## src/rtl/key_event_gen.sv

```systemverilog
// Purpose: debounce active-low push buttons into clean level, press, release and auto-repeat events.
// Latency: a key change sampled at edge k is reported after edge k+DEBOUNCE_CYCLES+2; all outputs registered.
// Backpressure: none; pulses last one cycle and consumers must take them when they appear.
module key_event_gen #(
    parameter int NUM_KEYS        = 4,
    parameter int DEBOUNCE_CYCLES = 1000000,
    parameter int REPEAT_DELAY    = 25000000,
    parameter int REPEAT_PERIOD   = 5000000,
    parameter int CNT_W           = 28
) (
    input  logic                CLOCK_50,
    input  logic                RESET_N,
    input  logic [NUM_KEYS-1:0] KEY,
    input  logic                REPEAT_EN,
    output logic [NUM_KEYS-1:0] KEY_LEVEL,
    output logic [NUM_KEYS-1:0] PRESS_PULSE,
    output logic [NUM_KEYS-1:0] RELEASE_PULSE,
    output logic [NUM_KEYS-1:0] REPEAT_PULSE,
    output logic [7:0]          EVENT_COUNT
);

    typedef enum logic [1:0] {UP, DEB_DN, HELD, DEB_UP} key_state_t;

    localparam logic [CNT_W-1:0] DC_LAST    = CNT_W'(DEBOUNCE_CYCLES - 1);
    localparam logic [CNT_W-1:0] RC_FIRST   = CNT_W'(REPEAT_DELAY - 1);
    localparam logic [CNT_W-1:0] RC_PERIODC = CNT_W'(REPEAT_PERIOD - 1);

    logic [NUM_KEYS-1:0] sync1;
    logic [NUM_KEYS-1:0] sync2;
    logic [NUM_KEYS-1:0] level_nxt_v;
    logic [NUM_KEYS-1:0] press_nxt_v;
    logic [NUM_KEYS-1:0] release_nxt_v;
    logic [NUM_KEYS-1:0] repeat_nxt_v;
    logic [7:0]          ev_inc;

    // Two-flop synchroniser; resets to the released (high) level so no phantom press follows reset.
    always_ff @(posedge CLOCK_50 or negedge RESET_N) begin
        if (!RESET_N) begin
            sync1 <= '1;
            sync2 <= '1;
        end else begin
            sync1 <= KEY;
            sync2 <= sync1;
        end
    end

    for (genvar g = 0; g < NUM_KEYS; g++) begin : g_key
        key_state_t       state, state_nxt;
        logic [CNT_W-1:0] dc, dc_nxt;
        logic [CNT_W-1:0] rc, rc_nxt;
        logic             first_tick, first_tick_nxt;
        logic             level_nxt, press_nxt, release_nxt, repeat_nxt;
        logic             s;

        assign s = sync2[g];

        // Per-key state and counters; rc/first_tick persist through DEB_UP so a release glitch resumes the repeat timing.
        always_ff @(posedge CLOCK_50 or negedge RESET_N) begin
            if (!RESET_N) begin
                state      <= UP;
                dc         <= '0;
                rc         <= '0;
                first_tick <= 1'b1;
            end else begin
                state      <= state_nxt;
                dc         <= dc_nxt;
                rc         <= rc_nxt;
                first_tick <= first_tick_nxt;
            end
        end

        // Debounce/repeat transitions; the *_nxt pulses land in the output registers on the same edge as the state change.
        always_comb begin
            state_nxt      = state;
            dc_nxt         = dc;
            rc_nxt         = rc;
            first_tick_nxt = first_tick;
            level_nxt      = KEY_LEVEL[g];
            press_nxt      = 1'b0;
            release_nxt    = 1'b0;
            repeat_nxt     = 1'b0;
            case (state)
                UP: begin
                    if (!s) begin
                        state_nxt = DEB_DN;
                        dc_nxt    = '0;
                    end
                end
                DEB_DN: begin
                    if (s) begin
                        state_nxt = UP;
                    end else if (dc == DC_LAST) begin
                        state_nxt      = HELD;
                        press_nxt      = 1'b1;
                        level_nxt      = 1'b1;
                        rc_nxt         = '0;
                        first_tick_nxt = 1'b1;
                    end else begin
                        dc_nxt = dc + 1'b1;
                    end
                end
                HELD: begin
                    if (s) begin
                        state_nxt = DEB_UP;
                        dc_nxt    = '0;
                    end else if (!REPEAT_EN) begin
                        rc_nxt         = '0;
                        first_tick_nxt = 1'b1;
                    end else if (rc == (first_tick ? RC_FIRST : RC_PERIODC)) begin
                        repeat_nxt     = 1'b1;
                        rc_nxt         = '0;
                        first_tick_nxt = 1'b0;
                    end else begin
                        rc_nxt = rc + 1'b1;
                    end
                end
                DEB_UP: begin
                    if (!s) begin
                        state_nxt = HELD;
                    end else if (dc == DC_LAST) begin
                        state_nxt      = UP;
                        release_nxt    = 1'b1;
                        level_nxt      = 1'b0;
                        rc_nxt         = '0;
                        first_tick_nxt = 1'b1;
                    end else begin
                        dc_nxt = dc + 1'b1;
                    end
                end
                default: state_nxt = UP;
            endcase
        end

        assign level_nxt_v[g]   = level_nxt;
        assign press_nxt_v[g]   = press_nxt;
        assign release_nxt_v[g] = release_nxt;
        assign repeat_nxt_v[g]  = repeat_nxt;
    end

    // Count of press and repeat pulses currently on the outputs, across all keys.
    always_comb begin
        ev_inc = '0;
        for (int i = 0; i < NUM_KEYS; i++) begin
            ev_inc = ev_inc + {7'd0, PRESS_PULSE[i] | REPEAT_PULSE[i]};
        end
    end

    // Registered outputs and the free-running modulo-256 event counter.
    always_ff @(posedge CLOCK_50 or negedge RESET_N) begin
        if (!RESET_N) begin
            KEY_LEVEL     <= '0;
            PRESS_PULSE   <= '0;
            RELEASE_PULSE <= '0;
            REPEAT_PULSE  <= '0;
            EVENT_COUNT   <= '0;
        end else begin
            KEY_LEVEL     <= level_nxt_v;
            PRESS_PULSE   <= press_nxt_v;
            RELEASE_PULSE <= release_nxt_v;
            REPEAT_PULSE  <= repeat_nxt_v;
            EVENT_COUNT   <= EVENT_COUNT + ev_inc;
        end
    end

endmodule

```

## config.mk

```make
export PLATFORM = sky130hd
export DESIGN_NAME = key_event_gen
export DESIGN_NICKNAME = d
export VERILOG_FILES = /design/src/rtl/key_event_gen.sv
export SDC_FILE = /design/constraint.sdc
export NUM_CORES = 1
export LEC_CHECK = 0
export ABC_CLOCK_PERIOD_IN_PS = 2630
export BUFFER_PORTS_ARGS = -buffer_cell sky130_fd_sc_hd__buf_2
export CORE_MARGIN = 2
export CORE_UTILIZATION = 50
export DETAILED_ROUTE_END_ITERATION = 12
export GPL_TIMING_DRIVEN = 0
export HOLD_SLACK_MARGIN = 0.12
export PLACE_DENSITY_LB_ADDON = 0.2
export SYNTH_ARGS = -nofsm -noshare
export SYNTH_HDL_FRONTEND = slang
export SYNTH_SLANG_ARGS = --single-unit
```

## constraint.sdc

```tcl
create_clock -name CLOCK_50 -period 2.63 [get_ports CLOCK_50]
set_clock_uncertainty 0.1 [all_clocks]
set_input_delay 0.263 -clock CLOCK_50 [delete_from_list [all_inputs] [get_ports CLOCK_50]]
set_output_delay 0.263 -clock CLOCK_50 [all_outputs]
set_load 0.01 [all_outputs]
```

======== Word-level counts from Yosys, hierarchy flattened ========
Cells that the tools add are included.
word-level totals
  bits in registers ....................... 268
  input port bits ......................... 7
  output and inout port bits .............. 24
  word-level logic and storage cells ...... 302
operators by class
  $add $sub $neg .......................... 12
  eq/ne operators ......................... 60
  muxes and demuxes ....................... 168
  bitwise gates (word level) .............. 4
  reduce and logical (&&, ||, !) cells .... 32
operator list
  cell                                             number
  2-to-1 mux 28 bit                                44
  case mux 28 bit (4 select lines)                 4
  case mux 28 bit (3 select lines)                 4
  adder 28 x 1 -> 28 bit, second input constant    8
  == test 28 x 20 -> 1 bit, second input constant  4
  == test 28 x 25 -> 1 bit                         4
  2-to-1 mux 25 bit                                4
  2-to-1 mux 1 bit                                 76
  != test 2 bit, second input constant             28
  2-to-1 mux 2 bit                                 24
  AND reduction 4 bit                              12
  AND reduction 5 bit                              8
  != test 3 bit, second input constant             12
  case mux 2 bit (4 select lines)                  4
  == test 2 bit, second input constant             8
  case mux 1 bit (3 select lines)                  4
  nonzero test 3 bit                               4
  adder 8 x 4 -> 8 bit                             1
  == test 2 x 1 -> 1 bit, second input constant    4
  zero test 2 bit                                  4
  case mux 1 bit (2 select lines)                  4
  nonzero test 2 bit                               4
  adder 3 x 1 -> 4 bit                             1
  OR 1 bit                                         4
  other kinds (2)                                  2

======== Longest topological paths before layout ========
  depth after elaboration ................. 6
  mapped depth ............................ 10
  mapped depth without buffers ............ 8

======== Worst setup path before layout ========
OpenSTA, ideal clock, no wires.
  path type ............................... flip-flop to flip-flop
  start point ............................. register g_key[0].rc[17]
  end point ............................... register g_key[0].rc[16]
  library setup time ...................... 0.124 ns
  arrival time ............................ 2.383 ns
  required time ........................... 2.406 ns
  setup slack ............................. 0.023 ns
  stages on the path, launching flop included .. 8
  buffers on the path ..................... 1
  clock period less this slack ............ 2.607 ns
  cell sequence ........................... dfrtp_1 -> or4b_1 -> or4_4 -> a2111o_1 -> nand2b_4 -> buf_8 -> nor4_2 -> a211o_1
on the way
  longest elaborated chain between the ends .. 5
ends and longest elaborated chain
  element                           line  source
  start, declared                   50    logic [CNT_W-1:0] rc, rc_nxt;
  start signal, assigned            67    rc <= rc_nxt;
  == test 28 x 25 -> 1 bit          109   end else if (rc == (first_tick ? RC_FIRST : RC_PERIODC)) begin
  2-to-1 mux 28 bit                 109
  2-to-1 mux 28 bit                 106   end else if (!REPEAT_EN) begin
  2-to-1 mux 28 bit                 103   if (s) begin
  case mux 28 bit (3 select lines)  82    case (state)
Every way passes these cells. The select of a mux whose other input is x is not followed.
A chain may end at the register's enable or synchronous reset.

======== Worst setup path in the final report ========
  start point ............................. register g_key[0].rc[6]
  end point ............................... register g_key[0].rc[16]
on the way
  longest elaborated chain between the ends .. 5
  elaborated cells on any way between the ends .. 6
  those cells by class .................... 1 x add/sub; 1 x eq/ne; 4 x mux
ends and longest elaborated chain
  element                                                             line
  adder 28 x 1 -> 28 bit or == test 28 x 25 -> 1 bit (tied branches)  114, 109
  2-to-1 mux 28 bit (*)                                               109
  2-to-1 mux 28 bit (*)                                               106
  2-to-1 mux 28 bit (*)                                               103
  case mux 28 bit (3 select lines) (*)                                82
Mark *: on every way between the ends. The rest lies on a longest branch, timed or not. The select of a mux whose other input is x is not followed.

==> impl_results.md <==
- CP max-delay cell: or4_4
- Top flop regs: g_key.dc: 112 flops, g_key.rc: 112 flops, EVENT_COUNT: 8 flops
- Area contributors post-synth: dfrtp_1, nand3_1, nor2_1
- Post-synth EDFFs: 0
- Initial Util: 50.9%
- Post-synthesis adder-cell area fraction: 1.22%
- Sequential-to-total area share from yosys stat: 47.4%
- Non-Filler Instances: 2,074
- Worst slew pin tran: 0.826 ns
- Share of cells above drive strength 1: 14.7%
- Peak VDD IR: 0.000378 V
- Final global-route overflow total: 0
- Relative slew slack: 44.9%
- Largest net degree at the start of global routing: 92
- Fill count: 2,371
- Max-Cap Viols: 0
- Status: finished with violations
- RSZ-0062 raised after global routing: yes
- Die area: 0.0297 mm²
- Share of the synthesized area in compound gates (AO/OA/AOI/OAI): 12.6%
- Placed instance area: 0.0149 mm²
- Via Count: 12.4k
- Iteration-0 DRC Markers: 1,145
- Vias in the first global route: 11.6k
- Clock Sinks: 268
- Largest family of logic cells by synthesized area: simple AND/OR/NAND/NOR gates
- Mean area per synthesized cell: 9.09 µm²
- Final setup fails: 1
- Period utilization: 101%
- Nets: 1,689
- Mux contribution to synthesized area: 0.882%
- Root buffer cell: clkbuf_16
- Final instance area: 0.0170 mm²
- Final wirelength: 34,200 µm
- Mapped Area: 0.0142 mm²
- CTS Buf Count: 34
- Synth Flop Type: dfrtp_1
- H-tree levels: 2
- Crit path arrival time: 2.95 ns
- DIE WIDTH: 172 µm
- Fmax: 0.376 GHz
- Critical path cell sequence: or4b_1 -> or4_4 -> a2111oi_4 -> buf_4 -> nor2_4 -> and3b_1 -> a211o_1
- Placed insts: 1,969
- Async SR Flop Fraction: 100%
- Die H: 172 µm
- Mapped Nets: 1,579
- Total core area: 0.0279 mm²
- Area of the multi-input gates: 0.00759 mm²
- Max stage delay on crit path: 0.56 ns
- Cells after Synth: 1,560
- IO Pins: 31
- Hold WS: 0.227 ns
- Crit path kind: reg2reg
- Minimum clock period: 2.66 ns
- # diodes: 0
- PwrDens: 539 mW/mm²
- First-pass GRT wire length: 57,300 µm
- R2r startpoint: g_key[0].rc[6]
- Synth cell types: 70
- Maximum buffer depth of the clock tree: 3
- Post-Synth XOR/XNOR Area: 6.11%
- Hold crit path type: in2async
- Register area: 0.00672 mm²
- CP Data Required Time: 2.92 ns
- Crit end category: flip-flop
- Routed vias/inst: 5.97
- CP Launch Point: g_key[0].rc[6]
- Total track usage: 23.4%
- I/O Buffers: 29
- Synth top area share: 45.2%
- WL per Instance: 16.5 µm
- Hold Fails Final Rpt: 0
- Worst setup margin: -0.0280 ns
- Drt pass-1 iters: 6
- Worst-path fanout max: 5
- #FFs+latches synth: 268
- Area Growth Syn to Fin: 19.9%
- Initial antenna violation count: 0
- Max-slew violations: 0
- Cell taking the most area after synthesis: dfrtp_1
- Failing checks: negative setup slack
- ANT nets after route: 0
- Dpl ws: -0.640 ns
- DRC Markers: 0
- Leakage dissipation: 7.18 nW
- Final Wtd Congestion: 0.898
- Row count: 61
- HPWL after DPL: 22,000 µm
- Synth warn: 0
- CTS tree: built
- Clock Latency Late Sink: 0.51 ns
- Simple-Gate Fraction of Synth Area: 29.1%
- Clock Pin Slew Worst Setup and Hold Paths: 0.06 ns
- Element type at the critical path start: flip-flop
-- cell usage in the layout (no fill, tap or decap), types with 42 or more instances in the layout --
cell type,count
xor2_1,56
nand4_1,61
a21oi_1,48
a31oi_1,49
nand3_1,121
o21ai_0,82
xnor2_1,42
nand2_1,163
nor2_1,160
dfrtp_1,255
clkbuf_1,43
-- critical path: cells and delay by family (launching register included) --
family | cells | cell delay (ns)
AOI/OAI and AO/OA | 2 | 0.50
buffers and inverters | 1 | 0.20
and+or+nand+nor | 4 | 1.32
DFF | 1 | 0.42
-- per-stage QoR --
| step | utilization (%) | power (mW) | TNS [ns] |
|---|---|---|---|
| floorplan | - | 4.39 | 0 |
| global placement | 53.1 | 4.52 | -1033.03 |
| detailed placement | 53.4 | 4.54 | -38.91 |
| CTS | 59.7 | 9.28 | -0.0469 |
| global route | 61.1 | 9.52 | -0.798 |
| finish | 61.1 | 9.17 | -0.0280 |
-- layer usage --
| metal | track usage, % | up-vias | wire [µm] |
|---|---|---|---|
| li1 | - | 5936 | - |
| met1 | 33.7 | 6061 | 16100 |
| met2 | 36.4 | 331 | 15800 |
| met3 | 3.55 | 56 | 1630 |
| met4 | 7.34 | 0 | 605 |
| met5 | 0 | - | 0 |
-- final cells by class --
cell class | instances | share of cell area [%]
buffer | 60 | 1.92
clock inverter | 11 | 0.640
multi-input combinational | 1195 | 44.6
sequential | 268 | 39.5
timing repair buffer | 79 | 3.69
inverter | 32 | 0.706
clock buffer | 51 | 6.11
tap | 378 | 2.78
-- cells in the mapped netlist, types with 12 or more instances --
| cell type | count |
|---|---|
| and2_1 | 17 |
| dfrtp_1 | 256 |
| o31ai_1 | 13 |
| a31oi_1 | 49 |
| dfstp_2 | 12 |
| xor2_1 | 56 |
| xnor2_1 | 43 |
| nor3_1 | 44 |
| or3_1 | 39 |
| nand2_1 | 164 |
| nor2_1 | 165 |
| clkbuf_1 | 55 |
| nor4b_1 | 13 |
| nand4_1 | 61 |
| nor4_1 | 33 |
| a21o_1 | 16 |
| o21ai_0 | 87 |
| inv_1 | 32 |
| a21oi_1 | 49 |
| and3_1 | 37 |
| nand3_1 | 132 |
| and4_1 | 27 |
-- worst paths after layout --
| check | cells after the start | to | slack (ns) |
|---|---|---|---|
| setup / recovery | 7 | g_key[0].rc[16] | -0.03 |
| hold reg to reg | 0 | sync2[2] | 0.26 |
| max in group asynchronous | 4 | sync2[3] | 0.87 |
| min in group CLOCK_50 | 0 | sync2[2] | 0.26 |
| setup reg to reg | 7 | g_key[0].rc[16] | -0.03 |
| hold / removal | 2 | g_key[1].dc[3] | 0.23 |
-- power by group --
part	leakage, nW	switching (mW)	internal [mW]	total, mW
Combinational	3.09	0.189	0.0709	0.260
Sequential	3.52	0.0440	4.17	4.21
Clock	0.572	1.77	2.93	4.70
-- cell families after synthesis --
| kind of cell | Yosys count |
|---|---|
| simple gates | 793 |
| compound gates | 278 |
| flops | 268 |
| xor+xnor | 99 |
| buf+inv | 98 |
| mux | 12 |
| fa+ha+maj | 12 |
-- timing repair --
item                                    in CTS  in global routing
hold endpoints to repair                    93                  0
hold buffers                                 5                  0
buffers inserted                            27                 11
resized for setup                           69                 80
cloned                                       2                  4
pin swaps                                   13                 20
endpoints found under the setup margin     142                151
(Power assumes the default switching activity.)
